--- config.mk ---
export PLATFORM = sky130hd
export DESIGN_NAME = uart_tx_arbiter
export DESIGN_NICKNAME = d
export VERILOG_FILES = /design/src/rtl/uart_pkg.sv /design/src/rtl/uart_tx_arbiter_rr_pick.sv /design/src/rtl/uart_tx_arbiter.sv
export SDC_FILE = /design/constraint.sdc
export NUM_CORES = 1
export LEC_CHECK = 0
export ABC_AREA = 1
export BUFFER_PORTS_ARGS = -buffer_cell sky130_fd_sc_hd__buf_2
export CAP_MARGIN = 20
export CORE_UTILIZATION = 40
export CTS_BUF_LIST = sky130_fd_sc_hd__clkbuf_4 sky130_fd_sc_hd__clkbuf_8 sky130_fd_sc_hd__clkbuf_16
export DETAILED_ROUTE_END_ITERATION = 10
export MAX_ROUTING_LAYER = met4
export PLACE_DENSITY_LB_ADDON = 0.3
export SETUP_SLACK_MARGIN = 0.5
export SLEW_MARGIN = 20
export SYNTH_ARGS = -nofsm -noshare
export SYNTH_HDL_FRONTEND = slang
export SYNTH_SLANG_ARGS = --single-unit
--- constraint.sdc ---
create_clock -name clk -period 2.2 [get_ports clk]
set_clock_uncertainty 0.2 [all_clocks]
set_input_delay 0.33 -clock clk [delete_from_list [all_inputs] [get_ports clk]]
set_output_delay 0.33 -clock clk [all_outputs]
set_load 0.02 [all_outputs]
--- src/rtl/uart_pkg.sv ---
// Shared UART definitions: arbiter FSM encodings, header tag and baud defaults
// used by the receiver, the baud_tick generator and the TX arbiter.
package uart_pkg;

    typedef enum logic [2:0] {
        IDLE      = 3'd0,
        ISSUE     = 3'd1,
        WAIT_BUSY = 3'd2,
        WAIT_DONE = 3'd3,
        HDR       = 3'd4
    } arb_state_t;

    localparam logic [3:0] HDR_TAG = 4'hA;

    localparam int unsigned CLK_HZ          = 50_000_000;
    localparam int unsigned BAUD_RATE       = 115_200;
    localparam int unsigned BAUD_OVERSAMPLE = 16;
    localparam int unsigned BAUD_DIV        = CLK_HZ / BAUD_RATE;

    function automatic logic [7:0] hdr_byte(input logic [3:0] id);
        return {HDR_TAG, id};
    endfunction

endpackage

--- src/rtl/uart_tx_arbiter_rr_pick.sv ---
// Combinational round-robin picker: first asserted valid bit at or after ptr,
// wrapping modulo NREQ. ptr is expected to be below NREQ.
module rr_pick #(
    parameter int NREQ = 4,
    parameter int IDW  = 3
) (
    input  logic [NREQ-1:0] valid,
    input  logic [IDW-1:0]  ptr,
    output logic [IDW-1:0]  idx,
    output logic            found
);

    // Walk distances from farthest to nearest so the nearest hit wins.
    always_comb begin
        idx   = '0;
        found = 1'b0;
        for (int k = NREQ - 1; k >= 0; k--) begin
            for (int j = 0; j < NREQ; j++) begin
                if (valid[j] && (j == ((int'(ptr) + k) % NREQ))) begin
                    idx   = IDW'(j);
                    found = 1'b1;
                end
            end
        end
    end

endmodule

--- src/rtl/uart_tx_arbiter.sv ---
// Round-robin arbiter sharing one UART TX core between NREQ byte streams,
// holding the grant for a whole req_last-delimited message. Define
// UART_ARB_ID_HDR_EN to prefix each message with an owner-ID header byte.
//
// state     | meaning
// IDLE      | no owner; arbitrate among req_valid from rr_ptr
// HDR       | send header byte for the new owner (UART_ARB_ID_HDR_EN only)
// ISSUE     | wait for owner byte and idle TX, then launch it
// WAIT_BUSY | wait for TX core to raise tx_busy
// WAIT_DONE | wait for tx_busy to fall; next byte or release grant
module uart_tx_arbiter
    import uart_pkg::*;
#(
    parameter int NREQ = 4,
    parameter int IDW  = 3
) (
    input  logic              clk,
    input  logic              rst,
    input  logic [NREQ-1:0]   req_valid,
    input  logic [8*NREQ-1:0] req_data,
    input  logic [NREQ-1:0]   req_last,
    output logic [NREQ-1:0]   req_ready,
    output logic              tx_start,
    output logic [7:0]        tx_data,
    input  logic              tx_busy,
    output logic [IDW-1:0]    grant_id,
    output logic              grant_active
);

    arb_state_t     state, state_nxt;
    logic [IDW-1:0] rr_ptr;
    logic [IDW-1:0] rr_next;
    logic [IDW-1:0] pick_idx;
    logic           pick_found;
    logic           last_q;
    logic           owner_valid;
    logic           owner_last;
    logic [7:0]     owner_data;
    logic           accept;
    logic           done;

    rr_pick #(.NREQ(NREQ), .IDW(IDW)) u_pick (
        .valid (req_valid),
        .ptr   (rr_ptr),
        .idx   (pick_idx),
        .found (pick_found)
    );

    always_comb begin
        owner_valid = 1'b0;
        owner_last  = 1'b0;
        owner_data  = '0;
        for (int i = 0; i < NREQ; i++) begin
            if (grant_id == IDW'(i)) begin
                owner_valid = req_valid[i];
                owner_last  = req_last[i];
                owner_data  = req_data[8*i +: 8];
            end
        end
    end

    assign accept  = (state == ISSUE) && owner_valid && !tx_busy;
    assign done    = (state == WAIT_DONE) && !tx_busy;
    assign rr_next = (grant_id == IDW'(NREQ - 1)) ? '0 : grant_id + IDW'(1);

    always_ff @(posedge clk or posedge rst) begin
        if (rst) begin
            state <= IDLE;
        end else begin
            state <= state_nxt;
        end
    end

    always_comb begin
        state_nxt = state;
        case (state)
            IDLE: begin
                if (pick_found) begin
`ifdef UART_ARB_ID_HDR_EN
                    state_nxt = HDR;
`else
                    state_nxt = ISSUE;
`endif
                end
            end
`ifdef UART_ARB_ID_HDR_EN
            HDR:       if (!tx_busy) state_nxt = WAIT_BUSY;
`endif
            ISSUE:     if (accept)   state_nxt = WAIT_BUSY;
            WAIT_BUSY: if (tx_busy)  state_nxt = WAIT_DONE;
            WAIT_DONE: if (done)     state_nxt = last_q ? IDLE : ISSUE;
            default:   state_nxt = IDLE;
        endcase
    end

    always_comb begin
        tx_start  = 1'b0;
        tx_data   = '0;
        req_ready = '0;
        if (accept) begin
            tx_start = 1'b1;
            tx_data  = owner_data;
            for (int i = 0; i < NREQ; i++) begin
                req_ready[i] = (grant_id == IDW'(i));
            end
        end
`ifdef UART_ARB_ID_HDR_EN
        if ((state == HDR) && !tx_busy) begin
            tx_start = 1'b1;
            tx_data  = hdr_byte(4'(grant_id));
        end
`endif
    end

    // The header reuses WAIT_BUSY/WAIT_DONE; last_q=0 makes WAIT_DONE return to ISSUE.
    always_ff @(posedge clk or posedge rst) begin
        if (rst) begin
            rr_ptr       <= '0;
            grant_id     <= '0;
            grant_active <= 1'b0;
            last_q       <= 1'b0;
        end else begin
            if ((state == IDLE) && pick_found) begin
                grant_id     <= pick_idx;
                grant_active <= 1'b1;
            end
            if (accept) begin
                last_q <= owner_last;
            end
`ifdef UART_ARB_ID_HDR_EN
            if ((state == HDR) && !tx_busy) begin
                last_q <= 1'b0;
            end
`endif
            if (done && last_q) begin
                rr_ptr       <= rr_next;
                grant_active <= 1'b0;
            end
        end
    end

endmodule

# Yosys cells after proc, flatten, opt, wreduce, memory -nomap -nowiden

Cells that the tools add are included.

Input bits: 43
Bits in registers: 9
Word-level logic and storage cells: 122
Output and inout port bits: 17

Reduce and logical (&&, ||, !) cells: 33
Equality and inequality tests: 22
Muxes and demuxes: 55
Bitwise operators: 3
Add/sub/neg operators: 4

Operators by type and width:

| cell                                                | count |
|---|---|
| logical NOT 32 bit                                  | 4 |
| two-way mux 8 bit                                   | 5 |
| two-way mux 2 bit                                   | 15 |
| two-way mux 1 bit                                   | 29 |
| logical AND 1 bit                                   | 21 |
| equality test 3 bit, first input constant           | 6 |
| two-way mux 3 bit                                   | 4 |
| one-hot mux 3 bit (4 select lines)                  | 1 |
| equality test 2 x 3 -> 1 bit, first input constant  | 3 |
| inequality test 2 bit, second input constant        | 4 |
| equality test 3 x 2 -> 1 bit, second input constant | 2 |
| logical NOT 3 bit                                   | 2 |
| OR reduction 2 bit                                  | 3 |
| adder 2 x 1 -> 2 bit, second input constant         | 2 |
| adder 2 bit, second input constant                  | 2 |
| equality test 2 bit, first input constant           | 2 |
| equality test 2 bit, second input constant          | 2 |
| two-way mux 4 bit                                   | 1 |
| AND reduction 4 bit                                 | 1 |
| AND 1 bit, first input constant                     | 3 |
| equality test 3 x 1 -> 1 bit, second input constant | 1 |
| equality test 1 x 2 -> 1 bit, first input constant  | 1 |
| equality test 2 x 1 -> 1 bit, second input constant | 1 |
| nonzero test 2 bit                                  | 1 |
| logical NOT 1 bit                                   | 1 |

# Logic depth before layout (Yosys ltp)

Gate-level depths: netlist of the first run.

Word-level depth: 24
Mapped depth: 16
Mapped depth without buffers: 15

# Hierarchy

Synthesis of the first run repeated with hierarchy kept, for this count alone.

Cell total of the unflattened synthesis: 190
Area total of the unflattened synthesis: 1262.5 µm²

By module, submodules not included:

| module          | area an instance (µm²) | sequential area each (µm²) | times used | cells an instance |
|---|---|---|---|---|
| uart_tx_arbiter | 1042.2                 | 250.2                      | 1          | 145 |
| rr_pick         | 220.2                  | 0.0                        | 1          | 45 |

# Least setup slack after synthesis of the first run

OpenSTA, ideal clock, no wires.

Kind: register to output
From: reg grant_id[1]
To: out tx_data[0]
Slack: -0.172 ns
Stages on the path, launching flop included: 9
Required time: 1.670 ns
Buffers on the path: 1
Arrival: 1.842 ns
Path through: dfrtp_1 -> inv_1 -> ha_1 -> nor2_4 -> a22oi_1 -> o21ai_1 -> nand2_2 -> clkbuf_1 -> nor2_1

Cells in the longest elaborated chain, start to end: 8
Elaborated cells on any way between the ends: 15
Those cells by class: 3 x eq/ne; 9 x mux; 3 x reduce/logical

Ends and longest elaborated chain:

| element                        | line                   | source |
|---|---|---|
| start, declared                | uart_tx_arbiter.sv:26  | `output logic [IDW-1:0] grant_id,` |
| start signal, assigned         | uart_tx_arbiter.sv:124 | `grant_id <= pick_idx;` |
| logical NOT 3 bit              | uart_tx_arbiter.sv:54  | `if (grant_id == IDW'(i)) begin` |
| two-way mux 1 bit (4 in a row) | uart_tx_arbiter.sv:54  |  |
| logical AND 1 bit (2 in a row) | uart_tx_arbiter.sv:62  | `assign accept = (state == ISSUE) && owner_valid && !tx_busy;` |
| two-way mux 8 bit (*)          | uart_tx_arbiter.sv:100 | `if (accept) begin` |
| end, declared                  | uart_tx_arbiter.sv:24  | `output logic [7:0] tx_data,` |

Every way passes the cells marked *; elsewhere a longest branch is shown, timed or not.

# Final worst setup path of the first run

From: reg grant_id[0]
To: out req_ready[0]

Cells in the longest elaborated chain, start to end: 8
Elaborated cells on any way between the ends: 11
Those cells by class: 3 x eq/ne; 5 x mux; 3 x reduce/logical

Ends and longest elaborated chain:

| element                        | line                                          | source |
|---|---|---|
| logical NOT 3 bit              | uart_tx_arbiter.sv:54, uart_tx_arbiter.sv:104 |  |
| two-way mux 1 bit (4 in a row) | uart_tx_arbiter.sv:54                         |  |
| logical AND 1 bit (2 in a row) | uart_tx_arbiter.sv:62                         |  |
| two-way mux 4 bit (*)          | uart_tx_arbiter.sv:100                        |  |
| end, declared                  | uart_tx_arbiter.sv:22                         | `output logic [NREQ-1:0] req_ready,` |

Marked as above.

==> results_dict.tcl, run 1 <==
set metrics [dict create \
    port_buffers 58 \
    most-common-layout-cells "45 x buf_2, 31 x nand2_1, 18 x buf_4, 17 x buf_6, 16 x o21ai_1" \
    r2r_start "grant_id[0]$_DFFE_PP0P_" \
    start_util_pct 42.91 \
    rsz0062_at_grt "true" \
    num_io_pins 60 \
    grt_antenna_before_repair 0 \
    top_layer_used "met4" \
    layout-drive-gt1-share_pct 55.24 \
    hold_path.class "in -> reg" \
    ctsRootBufferMaster "clkbuf_4" \
    firstDrtPassIters 4 \
    wl_met2_um 1967 \
    setup_viol 13 \
    worstSetupStartpointType "flip-flop" \
    routed_wl_um 3657 \
    syn_avg_cell_area_um2 6.366 \
    yosys.area.top_type "dfrtp_1" \
    clock-sinks 8 \
    cts_tree "yes" \
    route.met3.wl_um 157 \
    failed_checks "setup timing" \
    die_h_um 54.02 \
    first_global_vias 1198 \
    synth_cells 170 \
    fmax_mhz 420.0 \
    dp_slack_ns 0.06525 \
    synth.distinct_cells 27 \
    final_common_cell "buf_2" \
    final_hold_viol_count 0 \
    remaining_drc_errors 0 \
    cellLeakagePower_nw 0.9222 \
    grt_pass1_wl_um 5016 \
    power_density_nw_per_um2 1258 \
    postRouteAntennaNets 0 \
    seq_area_frac_synth_pct 18.50 \
    yosys-top-cells-area "dfrtp_1 18%, nand2_1 11%, ha_1 9.2%" \
    cts_buffers 3 \
    p_total_mw 2.337 \
    path_max_fanout 10 \
    timing.max_cap.violations 0 \
    clk_latency_ns 0.26 \
    ys_warn_count 0 \
    peakVddDrop_uv 1022 \
    dp_hpwl_um 2547 \
    fin_crit_ns 2.381 \
    worst_setup_path_end_kind "output pin" \
    die_area_um2 2918 \
    min_to "last_q$_DFFE_PP0P_" \
    final_cells 278 \
    postLayoutCellArea_um2 1858 \
    fin_ws_ns -0.1811 \
    core_region_area_um2 2522 \
    finalCritPeriodShare_pct 108.2 \
    vias 1446 \
    status "complete, but fails checks" \
    via_per_inst 5.201 \
    die_w_um 54.02 \
    hold_depth 3 \
    rrSetupSlack_ns 0.08 \
    globalplace.congestion 0.8278 \
    synth_fp_nets 221 \
    syn_area_um2 1082 \
    clk_pin_slew_ns 0.06 \
    clockBufferDepth 2 \
    grt_overflow 0 \
    drt_iter0_markers 39 \
    synthToLayoutAreaGrowth_pct 71.68 \
    slew_violations 0 \
    critical_path_arrival_ns 1.85 \
    grtUsageTotal_pct 23.67 \
    min-delay-start "req_last[3]" \
    dpl_cell_area_um2 1549 \
    finalNetCount 300 \
    yosysTopAreaCellShare_pct 18.50 \
    path_class "reg -> out" \
    grt_max_degree 12 \
    r2r_cells 12 \
    r2r_end "state[0]$_DFFE_PP0P_" \
    routedWlPerCell_um 13.15 \
    synth_seq_cells 8 \
    cp_data_required_time_ns 1.67 \
    wl_met1_um 1528 \
    rows 18 \
    n_antenna_cell 0 \
    dp.cells 260 \
    timing.hold.ws_ns 0.1339 \
    htreeDepth 1 \
]
==> layer usage <==
layer | vias up | track usage [%]
met5 | - | -
met4 | 0 | 2.564
met3 | 2 | 1.695
met2 | 49 | 41.36
met1 | 663 | 30.59
li1 | 732 | -
==> cell usage after synthesis <==
| cell type | n |
|---|---|
| a22oi_2 | 1 |
| nand4_2 | 1 |
| nand2_1 | 32 |
| buf_4 | 1 |
| nor2_1 | 20 |
| a211oi_2 | 1 |
| o211ai_1 | 1 |
| a31oi_1 | 1 |
| a211oi_1 | 1 |
| o21ai_2 | 1 |
| nand3_2 | 2 |
| nor2_2 | 2 |
| ha_1 | 8 |
| inv_2 | 4 |
| clkbuf_1 | 6 |
| a221oi_1 | 1 |
| nand2_2 | 8 |
| buf_6 | 1 |
| nand3_1 | 5 |
| conb_1 | 1 |
| a22oi_1 | 9 |
| a21oi_1 | 13 |
| nor2_4 | 3 |
| inv_1 | 15 |
| o21ai_1 | 5 |
| dfrtp_1 | 8 |
| o21ai_0 | 19 |
==> cells by family (layout without fill, tap and decap cells) <==
| logic type | count (synthesis) | after routing | share of synthesized area [%] |
|---|---|---|---|
| AOI/OAI and AO/OA | 53 | 53 | 29.25 |
| adders and majority gates | 8 | 8 | 9.249 |
| buffers and inverters | 27 | 105 | 10.40 |
| DFF | 8 | 8 | 18.50 |
| and+or+nand+nor | 73 | 73 | 32.25 |
| other | 1 | 1 | 0.3465 |
==> area by class of cell <==
class	count	area (um2)
Multi-Input combinational cell	135	928.4
Fill cell	207	664.4
Timing Repair Buffer	82	581.8
Sequential cell	8	203.9
Inverter	19	76.32
Tap cell	30	37.54
Clock buffer	4	30.03
==> per-stage QoR <==
step / util, % / setup TNS (ns)
after floorplan: - / 0
after global placement: 61.41 / 0
after detailed placement: 61.41 / 0
after CTS: 69.10 / -1.086
after global routing: 73.66 / -2.389
final: 73.66 / -1.887
==> timing repair <==
| action | 4_1_cts | 5_1_grt |
|---|---|---|
| pin swaps | 4 | 6 |
| hold buffers | 1 | 0 |
| endpoints found under the setup margin | 19 | 19 |
| buffers inserted | 8 | 4 |
| gates resized for setup | 38 | 24 |
| hold endpoints to repair | 8 | 0 |
| cloned | 0 | 1 |
==> worst max-delay path, stage by stage (launching register included) <==
cell and delay [ns]:
dfrtp_2 0.43, inv_2 0.08, ha_4 0.13, inv_4 0.03, nor2_4 0.12, a22oi_1 0.07, o21ai_1 0.19, nand2_2 0.12
buf_12 0.18, nor2_4 0.11, buf_6 0.12
==> where the power goes <==
group          total, mW  internal [mW]  leakage (nW)  switching [mW]
clock              0.135         0.0819        0.0184          0.0535
combinational       1.88          0.814         0.813            1.07
sequential         0.316          0.225        0.0909          0.0913
total               2.34           1.12         0.922            1.22
==> sequential cells by signal, indices dropped and copies added (netlist names) <==
register,flops
state,2
last_q,1
rr_ptr,2
grant_active,1
grant_id,2
==> how the worst max path moves through the flow <==
stage | startpoint | to | slack (ns) | cells after the start
finish | grant_id[0]$_DFFE_PP0P_ | req_ready[0] | -0.18 | 10
global placement | grant_id[0]$_DFFE_PP0P_ | req_ready[0] | 0.08 | 9
CTS | grant_id[0]$_DFFE_PP0P_ | req_ready[0] | -0.12 | 10
floorplan | grant_id[1]$_DFFE_PP0P_ | req_ready[0] | 0.04 | 8
global route | grant_id[1]$_DFFE_PP0P_ | tx_data[6] | -0.21 | 8
detailed placement | grant_id[0]$_DFFE_PP0P_ | tx_data[2] | 0.07 | 8
Power figures use the tool's default switching activity.
==> run 2, diff against run 1 <==
RECOVER_POWER = 100   (was not set)
==> results_dict.tcl, run 2 (synthesis results as in run 1) <==
set metrics [dict create \
    clk_latency_ns 0.26 \
    port_buffers 58 \
    multi_input_area_um2 917.1 \
    start_util_pct 42.91 \
    dp_hpwl_um 2547 \
    grt_pass1_wl_um 5016 \
    grt_max_degree 12 \
    peakVddDrop_uv 973.6 \
    failed_checks "setup timing" \
    remaining_drc_errors 0 \
    path_class "reg -> out" \
    clk_pin_slew_ns 0.06 \
    grtUsageTotal_pct 23.67 \
    fin_crit_ns 2.379 \
    path_cells "inv_2 > ha_4 > inv_4 > nor2_4 > a22oi_1 > o21ai_1 > nand2_2 > buf_12 > nor2_4 > buf_6" \
    ctsRootBufferMaster "clkbuf_4" \
    worstSetupStartpointType "flip-flop" \
    slew_violations 0 \
    core_region_area_um2 2522 \
    setup_viol 13 \
    rows 18 \
    max_stage_delay_ns 0.43 \
    fmax_mhz 420.3 \
    fillCellCount 210 \
    vias 1439 \
    critical_path_arrival_ns 1.85 \
    path_max_fanout 10 \
    final_hold_viol_count 0 \
    finalCritPeriodShare_pct 108.2 \
    htreeDepth 1 \
    first_global_vias 1198 \
    swShare_pct 52.01 \
    dp_slack_ns 0.06525 \
    timing.hold.ws_ns 0.1335 \
    cp_data_required_time_ns 1.67 \
    via_per_inst 5.176 \
    grt_antenna_before_repair 0 \
    clockBufferDepth 2 \
    fin_ws_ns -0.1795 \
    num_io_pins 60 \
    layout-drive-gt1-share_pct 52.82 \
    die_area_um2 2918 \
    p_int_mw 1.103 \
    cts_buffers 3 \
    finalNetCount 300 \
    final_common_cell "buf_2" \
    cellLeakagePower_nw 0.9099 \
    crit_family "flip-flops" \
    top_regs "grant_id (2), rr_ptr (2), state (2)" \
    worst_setup_path_end_kind "output pin" \
    globalplace.congestion 0.8278 \
    path_buf_inv 4 \
    final-seq-area_um2 202.7 \
    die_h_um 54.02 \
    synthToLayoutAreaGrowth_pct 70.17 \
    n_antenna_cell 0 \
    slowest_stage "dfrtp_2" \
    power_frac_clock_pct 5.9 \
    routed_wl_um 3645 \
    drt_iter0_markers 33 \
    rsz0062_at_grt "true" \
    clock-sinks 8 \
    most-common-layout-cells "42 x buf_2, 31 x nand2_1, 18 x buf_4, 17 x o21ai_1, 17 x buf_6" \
    cts_tree "yes" \
    die_w_um 54.02 \
    timing.max_cap.violations 0 \
    postRouteAntennaNets 0 \
    cpMostUsedCell "nor2_4" \
    routedWlPerCell_um 13.11 \
    hold_path.class "in -> reg" \
    p_sw_mw 1.195 \
    rrSetupSlack_ns 0.08 \
    status "complete, but fails checks" \
    power_density_nw_per_um2 1247 \
    grt_overflow 0 \
    firstDrtPassIters 4 \
    pwr-share-seq_pct 13.7 \
    combPwrFrac_pct 80.4 \
]
[run 2: path summary, 6_finish.rpt]
path                                     startpoint                  endpoint  cells past startpoint
max                         grant_id[0]$_DFFE_PP0P_              req_ready[0]                     10
max reg2reg                 grant_id[0]$_DFFE_PP0P_      state[0]$_DFFE_PP0P_                     12
max in group asynchronous                       rst   grant_id[1]$_DFFE_PP0P_                      3
min reg2reg                grant_active$_DFFE_PP0P_  grant_active$_DFFE_PP0P_                      2
min in group asynchronous                       rst      state[1]$_DFFE_PP0P_                      3
min                                     req_last[3]        last_q$_DFFE_PP0P_                      3
[run 2: power groups by stage]
stage	clock network, mW	registers (mW)	logic, mW
2_1_floorplan	0	0.313	1.11
3_3_place_gp	0	0.307	1.46
3_5_place_dp	0	0.310	1.47
4_1_cts	0.135	0.304	1.63
5_1_grt	0.142	0.327	2.03
6_report	0.136	0.314	1.85
[run 2: timing repair]
action | 4_1_cts | 5_1_grt
buffers inserted | 8 | 4
endpoints found under the setup margin | 19 | 19
cloned | 0 | 1
pin swaps | 4 | 6
gates resized for setup | 38 | 24
hold buffers | 1 | 0
hold endpoints to repair | 8 | 0
[run 2: routing by layer]
layer	track usage [%]	part of all wire, %
met5	-	0
met4	2.564	0.41
met2	41.36	54
met1	30.59	42
met3	1.695	3.6
[run 2: worst min-delay path, cell delays in order]
cell and delay, ns:
buf_2 0.08, o211ai_1 0.07, o21ai_1 0.08
[run 2: final cells by class]
class | count | share of cell area (%)
Multi-Input combinational cell | 135 | 49.80
Timing Repair Buffer | 82 | 31.39
Sequential cell | 8 | 11.01
Inverter | 19 | 4.144
Tap cell | 30 | 2.038
Clock buffer | 4 | 1.630
[run 2: through the flow]
step	std cells	instance area, um2	TNS, ns	utilization (%)	power (mW)
finish	278	1842	-1.865	73.02	2.297
global route	278	1842	-2.458	73.02	2.504
CTS	273	1743	-1.086	69.10	2.071
detailed placement	260	1549	0	61.41	1.777
global placement	260	1549	0	61.41	1.764
floorplan	170	1200	0	-	1.426
